--- config.mk ---
export PLATFORM = sky130hd
export DESIGN_NAME = mem_bus_arbiter
export DESIGN_NICKNAME = d
export VERILOG_FILES = /design/src/rtl/mem_bus_arbiter.sv
export SDC_FILE = /design/constraint.sdc
export NUM_CORES = 1
export LEC_CHECK = 0
export BUFFER_PORTS_ARGS = -buffer_cell sky130_fd_sc_hd__buf_2
export CAP_MARGIN = 40
export CORE_MARGIN = 1.5
export CORE_UTILIZATION = 35
export DETAILED_ROUTE_END_ITERATION = 8
export HOLD_SLACK_MARGIN = 0.1
export PLACE_DENSITY = 0.76
export REMOVE_ABC_BUFFERS = 1
export SLEW_MARGIN = 30
export SYNTH_ARGS = -nofsm -noshare
export SYNTH_HDL_FRONTEND = slang
export SYNTH_SLANG_ARGS = --single-unit
--- constraint.sdc ---
create_clock -name clk -period 1.6 [get_ports clk]
set_input_delay 0.32 -clock clk [delete_from_list [all_inputs] [get_ports clk]]
set_output_delay 0.32 -clock clk [all_outputs]
set_load 0.02 [all_outputs]
--- src/rtl/mem_bus_arbiter.sv ---
// Two-master round-robin arbiter for the shared memory/IO bus.
// Each transfer is latched at grant, held on the bus for LATENCY cycles, then acked for one cycle.
module mem_bus_arbiter #(
   parameter int LATENCY  = 2,
   parameter bit RST_LAST = 1'b1
) (
   input  logic        clk,
   input  logic        rst,
   input  logic        m0_req,
   input  logic [31:0] m0_addr,
   input  logic [31:0] m0_wdata,
   input  logic        m0_rw,
   input  logic [1:0]  m0_size,
   output logic        m0_ack,
   output logic        m0_err,
   output logic [31:0] m0_rdata,
   input  logic        m1_req,
   input  logic [31:0] m1_addr,
   input  logic [31:0] m1_wdata,
   input  logic        m1_rw,
   input  logic [1:0]  m1_size,
   output logic        m1_ack,
   output logic        m1_err,
   output logic [31:0] m1_rdata,
   output logic        mem_en,
   output logic [31:0] mem_addr,
   output logic [31:0] mem_wdata,
   output logic        mem_rw,
   output logic [1:0]  mem_size,
   input  logic [31:0] mem_rdata,
   output logic        busy,
   output logic        grant_id
);

   localparam int CW = (LATENCY > 1) ? $clog2(LATENCY) : 1;

   typedef enum logic [1:0] {IDLE, ACCESS, DONE} state_t;

   state_t        state, state_nx;
   logic [CW-1:0] cnt;
   logic          last_grant;
   logic          err_pend;

   logic          any_req;
   logic          win;
   logic [31:0]   sel_addr;
   logic [1:0]    sel_size;
   logic          req_err;
   logic          last_beat;

   // On a tie the master that did not win last time goes first.
   always_comb begin
      any_req   = m0_req | m1_req;
      win       = (m0_req && m1_req) ? ~last_grant : m1_req;
      sel_addr  = win ? m1_addr : m0_addr;
      sel_size  = win ? m1_size : m0_size;
      req_err   = (sel_size == 2'd3) ||
                  (sel_size == 2'd1 && sel_addr[0]) ||
                  (sel_size == 2'd2 && (sel_addr[1:0] != 2'b00));
      last_beat = (cnt == CW'(LATENCY - 1));
   end

   always_ff @(posedge clk or negedge rst) begin
      if (!rst) state <= IDLE;
      else      state <= state_nx;
   end

   always_comb begin
      state_nx = state;
      case (state)
         IDLE:    if (any_req) state_nx = req_err ? DONE : ACCESS;
         ACCESS:  if (last_beat) state_nx = DONE;
         DONE:    state_nx = IDLE;
         default: state_nx = IDLE;
      endcase
   end

   // Bus strobes and acks are decoded from state, so reset clears them immediately.
   always_comb begin
      mem_en = (state == ACCESS);
      busy   = (state != IDLE);
      m0_ack = (state == DONE) && !grant_id;
      m1_ack = (state == DONE) &&  grant_id;
      m0_err = m0_ack && err_pend;
      m1_err = m1_ack && err_pend;
   end

   always_ff @(posedge clk or negedge rst) begin
      if (!rst) begin
         cnt        <= '0;
         last_grant <= RST_LAST;
         err_pend   <= 1'b0;
         grant_id   <= 1'b0;
         mem_addr   <= '0;
         mem_wdata  <= '0;
         mem_rw     <= 1'b0;
         mem_size   <= '0;
         m0_rdata   <= '0;
         m1_rdata   <= '0;
      end else begin
         case (state)
            IDLE: if (any_req) begin
               grant_id   <= win;
               last_grant <= win;
               mem_addr   <= sel_addr;
               mem_wdata  <= win ? m1_wdata : m0_wdata;
               mem_rw     <= win ? m1_rw : m0_rw;
               mem_size   <= sel_size;
               err_pend   <= req_err;
               cnt        <= '0;
            end
            ACCESS: begin
               cnt <= cnt + 1'b1;
               if (last_beat && !mem_rw) begin
                  if (grant_id) m1_rdata <= mem_rdata;
                  else          m0_rdata <= mem_rdata;
               end
            end
            DONE: begin
               // Bus outputs return to zero once the transfer is retired.
               grant_id  <= 1'b0;
               err_pend  <= 1'b0;
               mem_addr  <= '0;
               mem_wdata <= '0;
               mem_rw    <= 1'b0;
               mem_size  <= '0;
            end
            default: ;
         endcase
      end
   end

endmodule

Yosys cells after proc, flatten, opt, wreduce, memory -nomap -nowiden
Index checks and enable logic that the tools add are counted.
{ "totals": {"register_bits": 137, "latchBits": 0, "mem_bits_rw": 0, "romBits": 0, "input_bits": 170, "output_inout_bits": 138, "wordCells": 68, "mem_count": 0} }
{ "classes": {"n_addsub": 1, "multipliers": 0, "div_mod_pow": 0, "magnitude_cmp": 0, "eq_ne": 7, "shifts": 0, "mux": 23, "bitwise_logic": 3, "reduce_logical": 23} }
{ "op_table": {"columns": ["op", "n"], "rows": [
  ["2-to-1 mux 32 bit", 4],
  ["one-hot mux 32 bit (2 select lines)", 2],
  ["2-to-1 mux 2 bit", 5],
  ["logical AND 1 bit", 8],
  ["one-hot mux 1 bit (2 select lines)", 4],
  ["one-hot mux 2 bit (2 select lines)", 2],
  ["AND reduction 2 bit", 4],
  ["nonzero test 2 bit", 4],
  ["equality test 2 bit, second input constant", 3],
  ["2-to-1 mux 1 bit", 6],
  ["AND reduction 3 bit", 2],
  ["equality test 2 x 1 -> 1 bit, second input constant", 2],
  ["zero test 1 bit", 2],
  ["zero test 2 bit", 1],
  ["logical OR 1 bit", 2],
  ["inequality test 2 x 1 -> 1 bit, second input constant", 1],
  ["inequality test 2 bit, second input constant", 1],
  ["NOT 1 bit", 2],
  ["adder 1 bit, second input constant", 1],
  ["OR 1 bit", 1]
]} }

Logic depth before layout (Yosys ltp)
Gate-level depths: netlist of run 1.
{ "logic_depth": {"depth_word": 10, "mapped_depth": 7, "ltp_nobuf": 4} }

Worst setup path after synthesis of run 1
OpenSTA, ideal clock, no wires.
{ "synth_timing": {"kind": "register to register", "from": "register grant_id", "to": "register m1_rdata[0]", "setup_time_ns": 0.125, "arrival_time_ns": 1.518, "t_required_ns": 1.475, "setup_slack_ns": -0.043, "stages_incl_launch_ff": 6, "n_path_buf": 2, "period_less_slack_ns": 1.643, "path_cell_list": "dfrtp_1 > inv_1 > or3_1 > buf_2 > buf_6 > mux2_4"} }
{ "synth_between": {"elab_chain_len": 1} }
{ "synth_lines": {"columns": ["element", "line_no", "rtl"], "rows": [
  ["start, declared", "32", "output logic grant_id"],
  ["start signal, assigned", "103", "grant_id <= win;"],
  ["AND reduction 3 bit (no line)", null, null],
  ["end signal, assigned", "115", "if (grant_id) m1_rdata <= mem_rdata;"],
  ["end, declared", "24", "output logic [31:0] m1_rdata,"]
]} }
Every way passes these cells.
A chain may end at the register's enable or synchronous reset.

Final worst setup path of run 1
{ "layout_timing": {"from": "register state[0]", "to": "output m1_err"} }
{ "layout_between": {"elab_chain_len": 3} }
{ "layout_lines": {"columns": ["element", "line_no", "rtl"], "rows": [
  ["start, declared", "39", "state_t state, state_nx;"],
  ["start signal, assigned", "65", "else state <= state_nx;"],
  ["equality test 2 bit", "83", "m1_ack = (state == DONE) && grant_id;"],
  ["logical AND 1 bit", "83", null],
  ["logical AND 1 bit", "85", "m1_err = m1_ack && err_pend;"],
  ["end, declared", "23", "output logic m1_err,"]
]} }
Every way passes these cells.

==> qor.csv, run 1 <==
stage;metric;value;unit
global_routing;vias in the first global route;4600;
clock_network;clock sinks;137;
floorplanning;Ports;308;
placement;DP Worst Slack;-0.0460;ns
layout;fin nets;982;
detailed_routing;Vias;4881;
worst_setup_path;Worst R2R End;m0_rdata[17];
hold_path;worst hold-check path type;input pin to flip-flop;
logic_synthesis;Synth cell types;31;
layout;diodes inserted;0;
sta;RSZ-0062 raised after global routing;yes;
detailed_routing;WL/cell;17.0;um
sta;final worst slack;-0.166;ns
detailed_routing;DRC;0;
logic_synthesis;synthesized netlist cell count;467;
floorplanning;Initial Utilization;0.357;
pwr;total power;0.0192;W
worst_setup_path;Slowest cell on crit path;dfrtp_1;
clock_network;H-tree depth;4;
floorplanning;full die area;17600;um2
clock_network;Clock Tree Buf Depth;2;
worst_setup_path;CP endpoint kind;output pin;
pwr;peak supply drop;0.000906;V
sta;Fin. Hold Viols;0;
floorplanning;Die X;133;um
job;Max Cap Viol;0;
placement;Final Wtd Congestion;0.766;
global_routing;grt ovf;0;
pwr;leakage power figure;4.87;nW
layout;P&R area growth vs syn;53.3;%
global_routing;first-pass GRT wire length;24200;um
global_routing;largest net degree at the start of global routing;48;
worst_setup_path;worst-path fanout max;3;
logic_synthesis;#FFs+latches synth;137;
worst_setup_path;CP peak stage delay;0.39;ns
floorplanning;row cnt;47;
sta;max_slew headroom;0.713;
logic_synthesis;Synthesis Warnings;0;
logic_synthesis;post-synthesis sequential area ratio;0.581;
worst_setup_path;Worst Path Required;1.28;ns
sta;worst-margin pin slew;0.431;ns
global_routing;busiest layer in global routing;met2;
hold_path;worst hold stages;2;
layout;share of layout cells above drive strength 1;0.565;
global_routing;met3 usage;0.0471;
detailed_routing;Via density;4.67;
clock_network;later-pin clock latency in the skew report;0.41;ns
worst_setup_path;worst r2r src;state[0];
sta;f_max;566;MHz
placement;placed insts;991;
floorplanning;Core Region;16500;um2
worst_setup_path;cell-by-cell trace of the critical path;buf_6 > nand2b_4 > nor2_4 > and2_4 > buf_6;
clock_network;CTS Root Cell;clkbuf_16;
sta;max-slew violation count;0;
detailed_routing;Antenna Violating Nets Remaining;0;
global_routing;Overall Global Routing Usage;0.177;
clock_network;cts bufs inserted;17;
sta;fin crit share;1.10;
worst_setup_path;CP most frequent cell;buf_6;
hold_path;WHS Endpoint;m1_rdata[30];
sta;Max Clock Skew;0.0126;ns
placement;Final HPWL DP;11600;um
pwr;Pwr Density;2120;nW/um2
outcome;failing checks;negative setup slack;
worst_setup_path;Worst R2R Path Depth;7;
global_routing;M1 GR Usage;0.223;
floorplanning;die height;133;um
worst_setup_path;worst path arrival time;1.45;ns
hold_path;Min-Delay Startpoint;mem_rdata[30];
logic_synthesis;Netlist Area Pre-Place;5900;um2
global_routing;initial antenna violation count;0;
detailed_routing;final WL;17800;um
global_routing;met2 Usage GRT;0.296;
sta;WHS;0.158;ns
worst_setup_path;Crit Path Class;flip-flop to output pin;
clock_network;TritonCTS clock tree;yes;
detailed_routing;DR pass1 iterations;4;
layout;Final Instance Count excl. Fillers;1045;
sta;Setup Viol. Count Final;38;
sta;fin crit period;1.77;ns
clock_network;clk slew on worst S/H paths;0.06;ns
logic_synthesis;synthesized area per cell;12.6;um2
detailed_routing;1st-iter DRT viols;106;
placement;IO buf count;307;
worst_setup_path;startpoint types;flip-flop;
worst_setup_path;worst reg2reg setup slack;-0.08;ns
outcome;status;finished with violations;
-- cell families after synthesis --
group,count (synthesis),share of synthesized area
buffers and inverters,33,0.0293
AND/OR/NAND/NOR,85,0.0613
flip-flops,137,0.581
AO/OA/AOI/OAI,81,0.0732
multiplexers,131,0.255
-- synthesized netlist by cell type, drive strengths merged --
library cell / instances / area, um2
dfrtp: 136 / 3400
o21ai: 71 / 355
nand2: 70 / 263
mux2i: 67 / 671
mux2: 64 / 833
buf: 18 / 116
clkbuf: 12 / 45.0
inv: 3 / 11.3
nand3: 3 / 15.0
nor2: 3 / 11.3
o21a: 3 / 22.5
and2: 2 / 12.5
nand2b: 2 / 12.5
nor3: 2 / 15.0
o221ai: 2 / 17.5
a21bo: 1 / 10.0
a21boi: 1 / 7.51
a21o: 1 / 7.51
a21oi: 1 / 5.00
a31oi: 1 / 6.26
dfstp: 1 / 26.3
nand3b: 1 / 20.0
or2: 1 / 6.26
or3: 1 / 6.26
-- power breakdown --
group,internal (W),total [W],switching (W)
sequential,0.00513,0.00607,0.000935
combinational,0.00374,0.00867,0.00493
clock,0.00286,0.00442,0.00157
total,0.0117,0.0192,0.00743
-- area by class of cell --
cell class	count	area, um2
fill	1369	7480
sequential	137	3430
multi-input combinational	298	2390
timing repair buffer	355	2260
clock buffer	18	439
tap	220	275
clock inverter	14	234
inverter	3	11.3
-- sequential cells by signal, summed over array words and instances, names as in the netlist --
| register | flops |
|---|---|
| err_pend | 1 |
| mem_addr | 32 |
| m0_rdata | 32 |
| mem_rw | 1 |
| cnt | 1 |
| last_grant | 1 |
| mem_wdata | 32 |
| m1_rdata | 32 |
| state | 2 |
| grant_id | 1 |
| mem_size | 2 |
-- metrics by stage --
step	setup TNS, ns	instance area, um2	utilization
detailed placement	-0.984	7900	0.478
floorplan	-110.67	5740	-
finish	-2.37	9050	0.547
CTS	-0.805	8700	0.526
global placement	0	7900	0.478
global route	-4.01	9050	0.547
-- worst max path at each step --
| stage | from | to | slack (ns) |
|---|---|---|---|
| 3_5_place_dp | state[1] | m1_rdata[16] | -0.05 |
| 6_report | state[0] | m1_err | -0.17 |
| 4_1_cts | state[0] | m1_err | -0.18 |
| 5_1_grt | state[0] | m1_err | -0.23 |
| 2_1_floorplan | m1_req | grant_id | -0.95 |
| 3_3_place_gp | state[1] | m1_rdata[29] | 0.0007 |
-- per-layer routing --
layer / share of wire / vias up
met5: 0 / -
met4: 0.011 / 0
met3: 0.059 / 15
met2: 0.49 / 227
met1: 0.44 / 2319
li1: - / 2320
-- cell usage in the layout, fill, tap and decap left out, types with 5 or more instances in the layout --
cell,n
bufinv_16,5
nand2_1,70
buf_4,23
mux2_4,33
buf_6,10
clkbuf_16,25
dfrtp_1,136
mux2i_1,66
buf_2,300
mux2_2,30
o21ai_0,69
buf_12,12
-- timing repair --
| action | 4_1_cts | 5_1_grt |
|---|---|---|
| setup buffers | 2 | 10 |
| gates cloned | 1 | 10 |
| setup endpoints to repair | 39 | 55 |
| resized for setup | 22 | 14 |
| hold buffers | 1 | 0 |
| pin swaps | 2 | 6 |
| hold endpoints to repair | 39 | 0 |
-- critical path, delay by kind of cell, from the launching register on --
kind                   cells  cell delay (ns)
buffers and inverters      2             0.23
flip-flops                 1             0.39
AND/OR/NAND/NOR            3             0.41
Note: power is estimated with default switching activity, not from simulation.
==> run 2, diff against run 1 <==
- SKIP_CTS_REPAIR_TIMING: not set -> 1
==> run 2 against run 1 <==
- the run still ends with negative setup slack left
- die area unchanged
- final area fell by 0.84%
- highest routed layer unchanged
- critical path type unchanged
- non-clock buffer count is 2 lower
- clock skew fell by 0.0066 ns
- sequential power barely moved
- register-to-register slack is essentially flat
- largest power group unchanged
==> qor.csv, run 2 (synthesis results as in run 1) <==
stage;metric;value;unit
outcome;status;finished with violations;
outcome;failing checks;negative setup slack;
sta;Setup Viol. Count Final;38;
worst_setup_path;worst-path fanout max;4;
floorplanning;Ports;308;
layout;diodes inserted;0;
detailed_routing;Antenna Violating Nets Remaining;0;
worst_setup_path;CP delay by family, top;simple AND/OR/NAND/NOR gates;
detailed_routing;final WL;17000;um
layout;fin nets;980;
sta;f_max;566;MHz
clock_network;CTS Root Cell;clkbuf_16;
floorplanning;Initial Utilization;0.357;
worst_setup_path;Worst R2R Path Depth;7;
worst_setup_path;Worst R2R End;m0_rdata[21];
worst_setup_path;Slowest cell on crit path;dfrtp_1;
detailed_routing;DRC;0;
sta;Fin. Hold Viols;0;
detailed_routing;Via density;4.66;
worst_setup_path;CP peak stage delay;0.39;ns
clock_network;later-pin clock latency in the skew report;0.41;ns
sta;max_slew headroom;0.716;
clock_network;clk slew on worst S/H paths;0.06;ns
placement;IO buf count;307;
sta;max-slew violation count;0;
global_routing;vias in the first global route;4528;
pwr;peak supply drop;0.000899;V
job;Max Cap Viol;0;
worst_setup_path;WP buf/inv;2;
clock_network;TritonCTS clock tree;yes;
floorplanning;Die X;133;um
global_routing;largest net degree at the start of global routing;48;
worst_setup_path;worst path arrival time;1.45;ns
pwr;total power;0.0188;W
worst_setup_path;startpoint types;flip-flop;
sta;Max Clock Skew;0.00600;ns
worst_setup_path;cell-by-cell trace of the critical path;buf_6 > nand2b_4 > nor2_4 > and2_4 > buf_6;
placement;placed insts;991;
worst_setup_path;worst r2r src;state[0];
layout;Final Instance Count excl. Fillers;1043;
global_routing;initial antenna violation count;0;
floorplanning;Core Region;16500;um2
clock_network;Clock Tree Buf Depth;2;
floorplanning;die height;133;um
detailed_routing;WL/cell;16.3;um
detailed_routing;DR pass1 iterations;4;
sta;RSZ-0062 raised after global routing;yes;
pwr;leakage power figure;4.83;nW
sta;fin crit period;1.77;ns
hold_path;WHS Endpoint;m0_rdata[31];
floorplanning;row cnt;47;
global_routing;first-pass GRT wire length;23600;um
placement;Final Wtd Congestion;0.766;
layout;share of layout cells above drive strength 1;0.564;
layout;leading cell type in the layout, fill and taps excluded;buf_2;
sta;final worst slack;-0.168;ns
clock_network;clock sinks;137;
detailed_routing;1st-iter DRT viols;134;
worst_setup_path;Worst Path Required;1.28;ns
clock_network;H-tree depth;4;
floorplanning;full die area;17600;um2
sta;worst-margin pin slew;0.427;ns
detailed_routing;Vias;4860;
clock_network;cts bufs inserted;17;
placement;Final HPWL DP;11600;um
worst_setup_path;Crit Path Class;flip-flop to output pin;
hold_path;worst hold stages;2;
global_routing;Overall Global Routing Usage;0.172;
worst_setup_path;CP endpoint kind;output pin;
hold_path;worst hold-check path type;input pin to flip-flop;
layout;P&R area growth vs syn;52.0;%
worst_setup_path;worst reg2reg setup slack;-0.08;ns
hold_path;Min-Delay Startpoint;mem_rdata[31];
global_routing;grt ovf;0;
pwr;Pwr Density;2100;nW/um2
sta;fin crit share;1.10;
worst_setup_path;CP most frequent cell;buf_6;
layout;commonest non-fill, non-tap cells in the layout;300 x buf_2, 136 x dfrtp_1, 70 x nand2_1, 70 x o21ai_0, 66 x mux2i_1;
==> run 2: changes by cell type in the layout (fill, tap and decap cells not counted), sizes merged <==
cell	delta
clkbuf	-2
==> run 2: cell type report <==
class / count / area (um2)
Fill cell: 1378 / 7550
Sequential cell: 137 / 3430
Multi-Input combinational cell: 298 / 2390
Timing Repair Buffer: 353 / 2190
Clock buffer: 18 / 439
Tap cell: 220 / 275
Clock inverter: 14 / 234
Inverter: 3 / 11.3
==> run 2: how the worst max path moves through the flow <==
stage / startpoint / endpoint / slack (ns) / cells past startpoint
CTS: state[0] / m0_err / -0.31 / 5
global route: state[0] / m1_err / -0.23 / 5
global placement: state[1] / m1_rdata[29] / 0.0007 / 4
finish: state[0] / m0_err / -0.17 / 5
detailed placement: state[1] / m1_rdata[16] / -0.05 / 4
floorplan: m1_req / grant_id / -0.95 / 2
==> run 2: metal layers <==
| layer | track usage | wire length [um] | vias to the layer above |
|---|---|---|---|
| met4 | 0.0586 | 200 | 0 |
| met3 | 0.0471 | 1090 | 13 |
| met1 | 0.218 | 7320 | 2310 |
| met2 | 0.285 | 8420 | 223 |
| met5 | 0 | 0 | - |
| li1 | - | - | 2314 |
==> run 2: worst reg2reg max path, delay by kind of cell, from the launching register on <==
kind                   cells  cell delay [ns]
buffers and inverters      4             0.63
flip-flops                 1             0.37
multiplexers               1             0.34
AND/OR/NAND/NOR            2             0.23
==> run 2: report_power, final <==
group,switching (W),internal [W]
sequential,0.000925,0.00513
combinational,0.00480,0.00354
clock,0.00156,0.00286
total,0.00728,0.0115
==> run 2: stage by stage <==
stage,utilization,area [um2],worst slack (ns),TNS [ns],hold WS (ns)
6_report,0.543,8970,-0.168,-2.58,0.151
5_1_grt,0.543,8970,-0.232,-3.92,0.132
4_1_cts,0.519,8570,-0.313,-2.98,-0.184
3_5_place_dp,0.478,7900,-0.0460,-0.984,0.264
3_3_place_gp,0.478,7900,0.000673,0,0.267
2_1_floorplan,-,5740,-0.948,-110.67,0.0244
